### src/rtl/usb_report_buffer.sv
`default_nettype none
// ============================================================================
// Module   : usb_report_buffer
// Purpose  : Captures IN-packet payloads, strips trailing CRC bytes and queues
//            complete reports in a small FIFO for a downstream consumer.
// Revision : 1.0 - initial release
// ============================================================================
module usb_report_buffer #(
  parameter int MAX_BYTES = 8,
  parameter int CRC_BYTES = 2,
  parameter int DEPTH     = 4,
  parameter int LEN_W     = $clog2(MAX_BYTES + 1)
) (
  input  logic                   clk,
  input  logic                   rst,
  input  logic                   host_connect_i,
  input  logic                   new_read_i,
  input  logic                   active_in_i,
  input  logic                   active_read_i,
  input  logic                   byte_valid_i,
  input  logic [7:0]             byte_i,
  output logic [MAX_BYTES*8-1:0] report_o,
  output logic [LEN_W-1:0]       report_len_o,
  output logic                   report_valid_o,
  input  logic                   report_ready_i,
  output logic [7:0]             drop_cnt_o,
  output logic                   full_o
);

  localparam int c_DATA_W  = MAX_BYTES * 8;
  localparam int c_CNT_MAX = MAX_BYTES + CRC_BYTES + 1;
  localparam int c_CNT_W   = $clog2(c_CNT_MAX + 1);
  localparam int c_AW      = $clog2(DEPTH);
  localparam int c_PTR_W   = c_AW + 1;

  localparam logic [c_CNT_W-1:0] c_CNT_SAT = c_CNT_W'(c_CNT_MAX);
  localparam logic [c_CNT_W-1:0] c_CRC     = c_CNT_W'(CRC_BYTES);
  localparam logic [c_CNT_W-1:0] c_MAX_PKT = c_CNT_W'(MAX_BYTES + CRC_BYTES);

  typedef enum logic [1:0] {
    S_IDLE    = 2'd0,
    S_CAPTURE = 2'd1,
    S_COMMIT  = 2'd2
  } state_t;

  state_t               r_state;
  state_t               w_next_state;
  logic                 r_read_d;
  logic [c_CNT_W-1:0]   r_cnt;
  logic [c_DATA_W-1:0]  r_acc;
  logic [c_PTR_W-1:0]   r_wr_ptr;
  logic [c_PTR_W-1:0]   r_rd_ptr;
  logic [7:0]           r_drop;
  logic [c_DATA_W-1:0]  r_mem_data [DEPTH];
  logic [LEN_W-1:0]     r_mem_len  [DEPTH];

  logic                 w_empty;
  logic                 w_full;
  logic                 w_pop;
  logic                 w_push;
  logic                 w_drop;
  logic [c_DATA_W-1:0]  w_payload;
  logic [LEN_W-1:0]     w_len;

  assign w_empty        = (r_wr_ptr == r_rd_ptr);
  assign w_full         = (r_wr_ptr[c_AW] != r_rd_ptr[c_AW]) &&
                          (r_wr_ptr[c_AW-1:0] == r_rd_ptr[c_AW-1:0]);
  assign report_valid_o = !w_empty && host_connect_i;
  assign w_pop          = report_valid_o && report_ready_i;
  assign report_o       = report_valid_o ? r_mem_data[r_rd_ptr[c_AW-1:0]] : '0;
  assign report_len_o   = report_valid_o ? r_mem_len[r_rd_ptr[c_AW-1:0]] : '0;
  assign full_o         = w_full;
  assign drop_cnt_o     = r_drop;

  always_ff @(posedge clk or posedge rst) begin
    if (rst) r_state <= S_IDLE;
    else     r_state <= w_next_state;
  end

  always_comb begin
    w_next_state = r_state;
    w_push       = 1'b0;
    w_drop       = 1'b0;
    case (r_state)
      S_IDLE: begin
        if (active_read_i && !r_read_d && active_in_i) w_next_state = S_CAPTURE;
      end
      S_CAPTURE: begin
        if (!active_read_i) w_next_state = S_COMMIT;
      end
      S_COMMIT: begin
        w_next_state = S_IDLE;
        // Handshake-sized packets (CRC only) vanish without counting as a drop.
        if (r_cnt > c_MAX_PKT)        w_drop = 1'b1;
        else if (r_cnt > c_CRC) begin
          if (w_full && !w_pop)       w_drop = 1'b1;
          else                        w_push = 1'b1;
        end
      end
      default: w_next_state = S_IDLE;
    endcase
    if (new_read_i || !host_connect_i) begin
      w_next_state = S_IDLE;
      w_push       = 1'b0;
      w_drop       = 1'b0;
    end
  end

  always_ff @(posedge clk or posedge rst) begin
    if (rst) begin
      r_read_d <= 1'b0;
      r_cnt    <= '0;
      r_acc    <= '0;
    end else begin
      r_read_d <= active_read_i;
      if (r_state == S_IDLE && w_next_state == S_CAPTURE) begin
        r_cnt <= '0;
        r_acc <= '0;
      end else if (r_state == S_CAPTURE && active_read_i && byte_valid_i) begin
        for (int i = 0; i < MAX_BYTES; i++) begin
          if (r_cnt == c_CNT_W'(i)) r_acc[(MAX_BYTES-1-i)*8 +: 8] <= byte_i;
        end
        if (r_cnt != c_CNT_SAT) r_cnt <= r_cnt + c_CNT_W'(1);
      end
    end
  end

  // Keep only the first (count - CRC) bytes; the accumulator may hold CRC bytes.
  always_comb begin
    w_payload = '0;
    for (int i = 0; i < MAX_BYTES; i++) begin
      if (c_CNT_W'(i + CRC_BYTES) < r_cnt)
        w_payload[(MAX_BYTES-1-i)*8 +: 8] = r_acc[(MAX_BYTES-1-i)*8 +: 8];
    end
  end

  assign w_len = LEN_W'(r_cnt - c_CRC);

  always_ff @(posedge clk or posedge rst) begin
    if (rst) begin
      r_wr_ptr <= '0;
      r_rd_ptr <= '0;
      r_drop   <= '0;
    end else begin
      if (!host_connect_i) begin
        r_wr_ptr <= '0;
        r_rd_ptr <= '0;
      end else begin
        if (w_push) r_wr_ptr <= r_wr_ptr + c_PTR_W'(1);
        if (w_pop)  r_rd_ptr <= r_rd_ptr + c_PTR_W'(1);
      end
      if (w_drop && r_drop != 8'hFF) r_drop <= r_drop + 8'd1;
    end
  end

  always_ff @(posedge clk) begin
    if (w_push) begin
      r_mem_data[r_wr_ptr[c_AW-1:0]] <= w_payload;
      r_mem_len[r_wr_ptr[c_AW-1:0]]  <= w_len;
    end
  end

endmodule
`default_nettype wire

### config.mk
export PLATFORM = sky130hd
export DESIGN_NAME = usb_report_buffer
export DESIGN_NICKNAME = d
export VERILOG_FILES = /design/src/rtl/usb_report_buffer.sv
export SDC_FILE = /design/constraint.sdc
export NUM_CORES = 1
export LEC_CHECK = 0
export CORE_MARGIN = 4
export CORE_UTILIZATION = 50
export CTS_CLUSTER_DIAMETER = 50
export DETAILED_ROUTE_END_ITERATION = 10
export GPL_TIMING_DRIVEN = 0
export PLACE_DENSITY = 0.68
export SYNTH_ARGS = -nofsm -noshare
export SYNTH_HDL_FRONTEND = slang
export SYNTH_SLANG_ARGS = --single-unit
### constraint.sdc
create_clock -name clk -period 9.2 [get_ports clk]
set_input_delay 1.38 -clock clk [delete_from_list [all_inputs] [get_ports clk]]
set_output_delay 1.38 -clock clk [all_outputs]
set_load 0.05 [all_outputs]
==> metrics.yaml, run 1 <==
status:
  outcome: "complete, no violations"
cts:
  ctsHoldBuffers: 0
  insertion_delay_ns: 0.51
  clockRootBuffer: "clkbuf_16"
  cts_max_path_buffers: 3
  clock-sinks: 357
  cts_setup_buffers: 0
  h-tree-depth: 2
  cts_tree: "yes"
  cts.clk_slew.worst_paths_ns: 0.06
  cts_buffers: 38
  cts_resized: 0
floorplanning:
  start_util: 0.507
  io_pins: 94
  placementRows: 62
  coreArea_sq_um: 28800
  fp.dieW_um: 179
  fp.dieH_um: 179
  die_area_sq_um: 32000
timing:
  drv_slew: 0
  slew_headroom: 0.335
  clock_skew_ns: 0.0121
  rsz0062_at_grt: "no"
  fin_setup_tns_ns: 0
  setup_violations: 0
  tightest_slew_ns: 0.988
  hold_viol: 0
  max_clock_freq_mhz: 189
  min_period_ns: 5.29
  worst_slack_ns: 3.91
  period_share: 0.575
synthesis:
  avgSynthCellArea_sq_um: 16.8
  synth_cell_types: 46
  synth_fp_nets: 901
  netlist_instances: 871
  synth-seq-cells: 357
  synth-main-ff-cell: "edfxtp_1"
  synth-edff-count: 272
  synthArstFlopShare: 0.238
  synthesis.area_sq_um: 14600
  ys_seq_area_frac: 0.705
  synth_warnings: 0
grt:
  grt_pass1_wl_um: 47000
  grt_overflow: 0
  antenna_found_initial: 1
  grt_pass1_vias: 8074
  grt_usage: 0.194
  top_usage_layer: "met2"
  use_met2: 0.315
  grt_util_met1: 0.280
  grt_use_met3: 0.0329
  grt_max_degree: 48
route:
  antenna_left: 0
  first_iter_violations: 591
  vias: 7715
  routedWlPerCell_um: 21.2
  viasPerCell: 5.45
  drc: 0
  dr.pass1.iters: 5
  finalWirelength_um: 30000
critical_path:
  rr_worst_depth: 8
  critPathRequiredTime_ns: 7.82
  worst_path_max_delay_cell: "clkdlybuf4s50_1"
  criticalPathCategory: "in2out"
  critPathTopFamily: "buffers and inverters"
  crit_start: "host_connect_i"
  crit_fanout: 10
  rr_endpoint: "r_mem_data[2][39]$_DFFE_PP_"
  crit_arrival_ns: 3.91
  cp_slowest_stage_delay_ns: 0.82
  crit_buf_inv: 4
  timing.reg2reg.setup_slack_ns: 5.92
  path_common_cell: "clkdlybuf4s50_1"
  cp-end-kind: "output port"
  cp-start-kind: "primary input"
  r2r-start: "r_cnt[2]$_DFFE_PP0P_"
  worstPathCellList: "clkdlybuf4s50_1 -> o21ai_2 -> clkbuf_1 -> buf_2 -> nor2b_1 -> clkdlybuf4s50_1"
power:
  p_leak_uw: 0.00615
  peakVddDrop_v: 0.000149
  power_density_nw_per_um2: 191
final_layout:
  area_growth_syn_to_layout_pct: 18.8
  postLayoutCoreUtil: 0.603
  fin_nets: 1031
  drive_above_1_share: 0.158
hold_path:
  hold_end: "r_acc[47]$_DFFE_PP0P_"
  hold_depth: 2
  worstHoldStart: "r_acc[47]$_DFFE_PP0P_"
  hp-class: "reg2reg"
placed_design:
  gp_congestion: 0.817
  hpwlAfterDp_um: 18600
  port_buffers: 85
  pre_cts_ws_ns: 3.85
run:
  cap_violations: 0
-- metrics by stage --
| step | cell area (sq um) | power, uW | hold WS (ns) | instances |
|---|---|---|---|---|
| final | 17300 | 3320 | 0.513 | 1416 |
| after global routing | 17300 | 3430 | 0.535 | 1415 |
| after CTS | 17300 | 3340 | 0.516 | 1415 |
| after detailed placement | 16100 | 1840 | 0.501 | 1345 |
| after global placement | 15900 | 1840 | 0.494 | 1340 |
| after floorplan | 14600 | 1810 | 0.478 | 871 |
-- routing by layer --
layer  part of all wire  vias up  wire (um)
met5            0.00043        -         13
met2               0.48      189      14400
li1                   -     3507          -
met3              0.047       43       1410
met1               0.45     3974      13600
met4              0.017        2        517
-- cell families after synthesis --
group	count (synthesis)	synth area share
multiplexers	121	0.141
flip-flops	357	0.705
AO/OA/AOI/OAI	34	0.0131
buffers and inverters	54	0.0157
adder cells (fa/ha/maj)	14	0.0120
AND/OR/NAND/NOR	278	0.104
XOR/XNOR	13	0.00883
-- worst max path at each step --
stage,end,cells after the start
floorplan,r_mem_data[3][0]$_DFFE_PP_,4
global placement,r_mem_data[3][11]$_DFFE_PP_,5
detailed placement,report_o[55],6
CTS,report_o[55],6
global route,report_o[54],6
finish,report_o[55],6
-- worst register-to-register path, delay by kind of cell, from the launching register on --
family,cells,cell delay (ns)
adders and majority gates,1,0.18
DFF,1,0.41
AOI/OAI and AO/OA,1,0.19
and+or+nand+nor,3,1.51
buffers and inverters,3,0.64
-- flip-flops by register name (all words and copies together) (netlist names) --
| register | count |
|---|---|
| r_mem_data | 256 |
| r_acc | 64 |
| r_mem_len | 16 |
| drop_cnt_o | 8 |
| r_cnt | 4 |
| r_rd_ptr | 3 |
| r_wr_ptr | 3 |
| r_state | 2 |
| r_read_d | 1 |
-- where the power goes --
group          total [uW]  internal (uW)  switching (uW)
clock network        1510            923             584
logic                66.8           21.2            45.5
registers            1740           1730            11.2
-- placed cells by master (no fill, tap or decap), types with 5 or more instances in the layout --
cell type and n:
a21oi_1 22, and2_1 26, buf_2 15, clkbuf_1 38, clkbuf_16 41, clkdlybuf4s50_1 85
clkinv_1 5, dfrtp_1 85, edfxtp_1 272, ha_1 14, inv_1 9, mux2i_1 51
mux4_2 68, nand2_1 36, nand3_1 18, nor2_1 59, nor2b_1 110, o21ai_0 5
xnor2_1 8
-- final cells by class --
cell class | count | area (sq um)
multi-input cells | 460 | 4100
diodes | 1 | 2.50
repair buffers | 90 | 981
well taps | 384 | 480
clock inverters | 13 | 138
flip-flops and latches | 357 | 10300
plain buffers | 44 | 191
fillers | 2107 | 11400
inverters | 10 | 40.0
clock buffers | 57 | 1120
-- Yosys cell counts, types with 2 or more instances --
| library cell | instances | area, sq um |
|---|---|---|
| xor2_1 | 3 | 26.3 |
| nand2_1 | 36 | 135 |
| mux4_2 | 68 | 1530 |
| and3_1 | 8 | 50.1 |
| and2_1 | 26 | 163 |
| nor3_1 | 4 | 20.0 |
| buf_2 | 15 | 75.1 |
| nand3_1 | 18 | 90.1 |
| nor2b_1 | 110 | 688 |
| buf_4 | 2 | 15.0 |
| xnor2_1 | 8 | 70.1 |
| o21ai_0 | 5 | 25.0 |
| mux2i_1 | 51 | 510 |
| clkbuf_1 | 25 | 93.8 |
| ha_1 | 14 | 175 |
| dfrtp_1 | 85 | 2130 |
| buf_1 | 2 | 7.51 |
| nor2_1 | 59 | 221 |
| mux2_2 | 2 | 22.5 |
| nand4_1 | 3 | 18.8 |
| a21oi_1 | 22 | 110 |
| inv_1 | 10 | 37.5 |
| edfxtp_1 | 272 | 8170 |
(Power assumes the default switching activity.)
==> run 2: changes to the inputs <==
- PLACE_DENSITY: 0.68 -> 0.71
- clock period: 9.2 -> 4.6 ns (I/O delays scaled with it)
==> metrics.yaml, run 2 (synthesis gave the netlist of run 1 again) <==
status:
  outcome: "complete, no violations"
cts:
  cts_buffers: 36
  cts_resized: 1
  insertion_delay_ns: 0.50
  ctsHoldBuffers: 0
  h-tree-depth: 2
  clock-sinks: 357
  cts_setup_buffers: 0
  cts_max_path_buffers: 3
  clockRootBuffer: "clkbuf_16"
  cts_tree: "yes"
  cts.clk_slew.worst_paths_ns: 0.06
grt:
  grt_usage: 0.186
  grt_overflow: 0
  grt_pass1_vias: 7859
  grt_pass1_wl_um: 45200
  grt_max_degree: 56
  antenna_found_initial: 0
floorplanning:
  io_pins: 94
  placementRows: 62
  fp.dieW_um: 179
  fp.dieH_um: 179
  start_util: 0.507
  die_area_sq_um: 32000
  coreArea_sq_um: 28800
route:
  viasPerCell: 5.43
  first_iter_violations: 552
  drc: 0
  vias: 7647
  finalWirelength_um: 28800
  dr.pass1.iters: 7
  antenna_left: 0
  routedWlPerCell_um: 20.4
critical_path:
  crit_buf_inv: 4
  cp-end-kind: "output port"
  rr_endpoint: "r_mem_data[3][9]$_DFFE_PP_"
  crit_fanout: 10
  crit_arrival_ns: 3.59
  critPathRequiredTime_ns: 3.91
  r2r-start: "r_cnt[2]$_DFFE_PP0P_"
  rr_worst_depth: 8
  cp_slowest_stage_delay_ns: 0.71
  critPathTopFamily: "buffers and inverters"
  criticalPathCategory: "reg2out"
  cp-start-kind: "register"
  worstPathCellList: "buf_2 -> xnor2_1 -> nand2_1 -> o21ai_2 -> clkbuf_1 -> buf_2 -> nor2b_1 -> clkdlybuf4s50_1"
  worst_path_max_delay_cell: "clkdlybuf4s50_1"
  path_common_cell: "buf_2"
  timing.reg2reg.setup_slack_ns: 1.40
power:
  switchingPower_uw: 1260
  p_clk_frac: 0.439
  p_leak_uw: 0.00609
  power_density_nw_per_um2: 374
  seqPwrFrac: 0.540
  comb_power_share: 0.020
  cell_internal_pwr_uw: 5190
  swShare: 0.195
  peakVddDrop_v: 0.000305
timing:
  slew_headroom: 0.383
  rsz0062_at_grt: "no"
  clock_skew_ns: 0.0105
  period_share: 0.931
  setup_violations: 0
  min_period_ns: 4.28
  tightest_slew_ns: 0.918
  max_clock_freq_mhz: 234
  fin_setup_tns_ns: 0
  hold_viol: 0
  drv_slew: 0
final_layout:
  fin_cells: 1408
  layout_commonest_cell: "edfxtp_1"
  area_growth_syn_to_layout_pct: 18.1
  antenna_cells: 0
  fin_nets: 1029
  largest_reg_flops: 256
  final_cell_mix: "edfxtp_1 (272), nor2b_1 (110), dfrtp_1 (85), clkdlybuf4s50_1 (85), mux4_2 (68)"
  postLayoutCoreUtil: 0.599
  drive_above_1_share: 0.155
  fill_cells: 2110
hold_path:
  hold_depth: 2
  hp-class: "reg2reg"
  worstHoldStart: "r_acc[33]$_DFFE_PP0P_"
  hold_end: "r_acc[33]$_DFFE_PP0P_"
placed_design:
  gp_congestion: 0.852
  placed_cells: 1345
  hpwlAfterDp_um: 18300
  port_buffers: 85
run:
  cap_violations: 0
## run 2: changes by cell type in the layout (fill, tap and decap cells not counted), moves of 2 or more
cell        before  now
clkbuf_1        38   36
clkinvlp_4       0    2
clkbuf_8         3    0
clkbuf_16       41   38
## run 2: worst reg2reg max path, stage by stage (launching register included)
cell     delay, ns
dfrtp_1       0.40
buf_4         0.20
inv_1         0.12
ha_1          0.18
or2b_1        0.24
a21oi_2       0.17
nor2_1        0.55
and3_4        0.68
buf_16        0.31
## run 2: worst max path at each step
stage / start / to / depth (start not counted)
after global routing: r_rd_ptr[1]$_DFFE_PP0P_ / report_o[55] / 8
final: r_rd_ptr[0]$_DFFE_PP0P_ / report_o[55] / 8
after CTS: r_rd_ptr[0]$_DFFE_PP0P_ / report_o[55] / 8
after floorplan: r_cnt[2]$_DFFE_PP0P_ / r_mem_data[3][0]$_DFFE_PP_ / 7
after detailed placement: host_connect_i / report_o[55] / 6
after global placement: host_connect_i / r_mem_data[1][9]$_DFFE_PP_ / 5
## run 2: metal layers
layer  vias up  share of wire  track usage
met4         0          0.016       0.0409
met5         -              0            0
met1      3914           0.44        0.267
li1       3499              -            -
met2       198           0.49        0.301
met3        36          0.055       0.0344
## run 2: power groups by stage
stage                     clock (uW)  sequential [uW]  combinational, uW
final                           2830             3480                132
after global placement             0             3550                127
after detailed placement           0             3550                133
after floorplan                    0             3540               86.3
after global routing            3020             3480                146
after CTS                       2870             3480                134
## run 2: layout make-up
| type | instances | area (sq um) | share of cell area |
|---|---|---|---|
| clock inverter | 14 | 149 | 0.00864 |
| tap | 384 | 480 | 0.0279 |
| buffer | 44 | 191 | 0.0111 |
| timing repair buffer | 90 | 988 | 0.0573 |
| inverter | 10 | 40.0 | 0.00232 |
| multi-input combinational | 460 | 4100 | 0.238 |
| sequential | 357 | 10300 | 0.597 |
| clock buffer | 49 | 992 | 0.0576 |
## run 2: per-stage QoR
| stage | hold slack [ns] | area, sq um | setup WS, ns | power [uW] |
|---|---|---|---|---|
| after floorplan | 0.478 | 14600 | 0.944 | 3630 |
| after global placement | 0.494 | 15900 | -0.944 | 3680 |
| after detailed placement | 0.500 | 16100 | 0.285 | 3680 |
| after CTS | 0.516 | 17200 | 0.206 | 6490 |
| after global routing | 0.539 | 17200 | 0.100 | 6650 |
| final | 0.510 | 17200 | 0.320 | 6450 |
==> run 3: changes to the inputs <==
- CAP_MARGIN: unset -> 25
==> metrics.yaml, run 3 (synthesis gave the netlist of run 1 again) <==
power:
  peakVddDrop_v: 0.000312
  total_power_uw: 6470
  p_leak_uw: 0.00611
  power_density_nw_per_um2: 374
critical_path:
  worst_path_max_delay_cell: "clkdlybuf4s50_1"
  cp-end-kind: "output port"
  worst-path-stages: 9
  critPathRequiredTime_ns: 3.91
  r2r-start: "r_cnt[2]$_DFFE_PP0P_"
  worstPathCellList: "buf_2 -> xnor2_1 -> nand2_1 -> o21ai_1 -> buf_6 -> clkbuf_1 -> buf_2 -> nor2b_1 -> clkdlybuf4s50_1"
  path_common_cell: "buf_2"
  crit_fanout: 10
  rr_worst_depth: 8
  crit_start: "r_rd_ptr[1]$_DFFE_PP0P_"
  crit_arrival_ns: 3.60
  crit_buf_inv: 5
  cp-start-kind: "register"
  cp_slowest_stage_delay_ns: 0.71
  criticalPathCategory: "reg2out"
  critPathTopFamily: "buffers and inverters"
hold_path:
  worstHoldStart: "r_acc[18]$_DFFE_PP0P_"
  hp-class: "reg2reg"
  hold_depth: 2
final_layout:
  antenna_cells: 0
  fill_cells: 2134
  stdcell_area_sq_um: 17300
  fin_cells: 1413
  layout_commonest_cell: "edfxtp_1"
  multiInputGateArea_sq_um: 4100
  fin_nets: 1031
  regArea_sq_um: 10300
  final_cell_mix: "edfxtp_1 (272), nor2b_1 (110), dfrtp_1 (85), clkdlybuf4s50_1 (85), mux4_2 (68)"
  largest_reg_flops: 256
  area_growth_syn_to_layout_pct: 18.3
  drive_above_1_share: 0.157
cts:
  cts_resized: 0
  cts_tree: "yes"
  h-tree-depth: 2
  insertion_delay_ns: 0.52
  clockRootBuffer: "clkbuf_16"
  clock-sinks: 357
  cts_buffers: 37
  ctsHoldBuffers: 0
  cts_max_path_buffers: 3
  cts_setup_buffers: 0
  cts.clk_slew.worst_paths_ns: 0.06
placed_design:
  dpl_cell_area_sq_um: 16100
  gp_congestion: 0.852
  port_buffers: 85
  placed_cells: 1346
  hpwlAfterDp_um: 18400
  pre_cts_ws_ns: 0.486
route:
  routedLengthMet1_um: 13100
  antenna_left: 0
  highest_layer: "met4"
  dr.pass1.iters: 5
  wl_met2_um: 14000
  viasPerCell: 5.39
  first_iter_violations: 591
  wl_met3_um: 1310
  finalWirelength_um: 28900
  routedWlPerCell_um: 20.4
  drc: 0
  vias: 7616
timing:
  whs_ns: 0.511
  slew_headroom: 0.378
  min_period_ns: 4.29
  tightest_slew_ns: 0.925
  drv_slew: 0
  clock_skew_ns: 0.0154
  period_share: 0.932
  worst_slack_ns: 0.311
  rsz0062_at_grt: "no"
  hold_viol: 0
  setup_violations: 0
  max_clock_freq_mhz: 233
grt:
  grt_usage: 0.186
  grt_pass1_wl_um: 45000
  grt_pass1_vias: 7682
  grt_overflow: 0
  grt_max_degree: 56
  antenna_found_initial: 0
floorplanning:
  start_util: 0.507
  fp.dieW_um: 179
  coreArea_sq_um: 28800
  fp.dieH_um: 179
  die_area_sq_um: 32000
  placementRows: 62
  io_pins: 94
run:
  cap_violations: 0
status:
  outcome: "complete, no violations"
[run 3: per-layer routing]
layer,track usage,vias up
met5,0,-
met4,0.0448,0
met2,0.297,177
met1,0.273,3900
met3,0.0299,36
li1,-,3503
[run 3: final timing paths]
kind                                                to  slack, ns
max                                       report_o[55]       0.31
min                              r_acc[18]$_DFFE_PP0P_       0.51
max reg2reg                r_mem_data[3][11]$_DFFE_PP_       1.37
min reg2reg                      r_acc[18]$_DFFE_PP0P_       0.51
max in group asynchronous         r_acc[5]$_DFFE_PP0P_       3.44
min in group asynchronous    drop_cnt_o[0]$_DFFE_PP0P_       0.54
[run 3: stage by stage]
step	TNS (ns)	util
floorplan	0	-
global placement	-252.26	0.554
detailed placement	0	0.560
CTS	0	0.600
global route	0	0.600
finish	0	0.600
[run 3: where the power goes]
part | internal, uW | switching, uW
Clock | 1680 | 1170
Combinational | 42.4 | 89.0
Sequential | 3460 | 21.1
Total | 5180 | 1280
[run 3: worst min-delay path: stages, from the launching register on]
cell and delay, ns:
dfrtp_1 0.33, mux2i_1 0.06, nor2_1 0.08
[run 3: final cells by class]
cell class                      instances  share of cell area
Sequential cell                       357               0.596
Clock buffer                           51              0.0591
Tap cell                              384              0.0278
Timing Repair Buffer                   91              0.0579
Inverter                               10             0.00232
Buffer                                 44              0.0111
Clock inverter                         16             0.00833
Multi-Input combinational cell        460               0.237
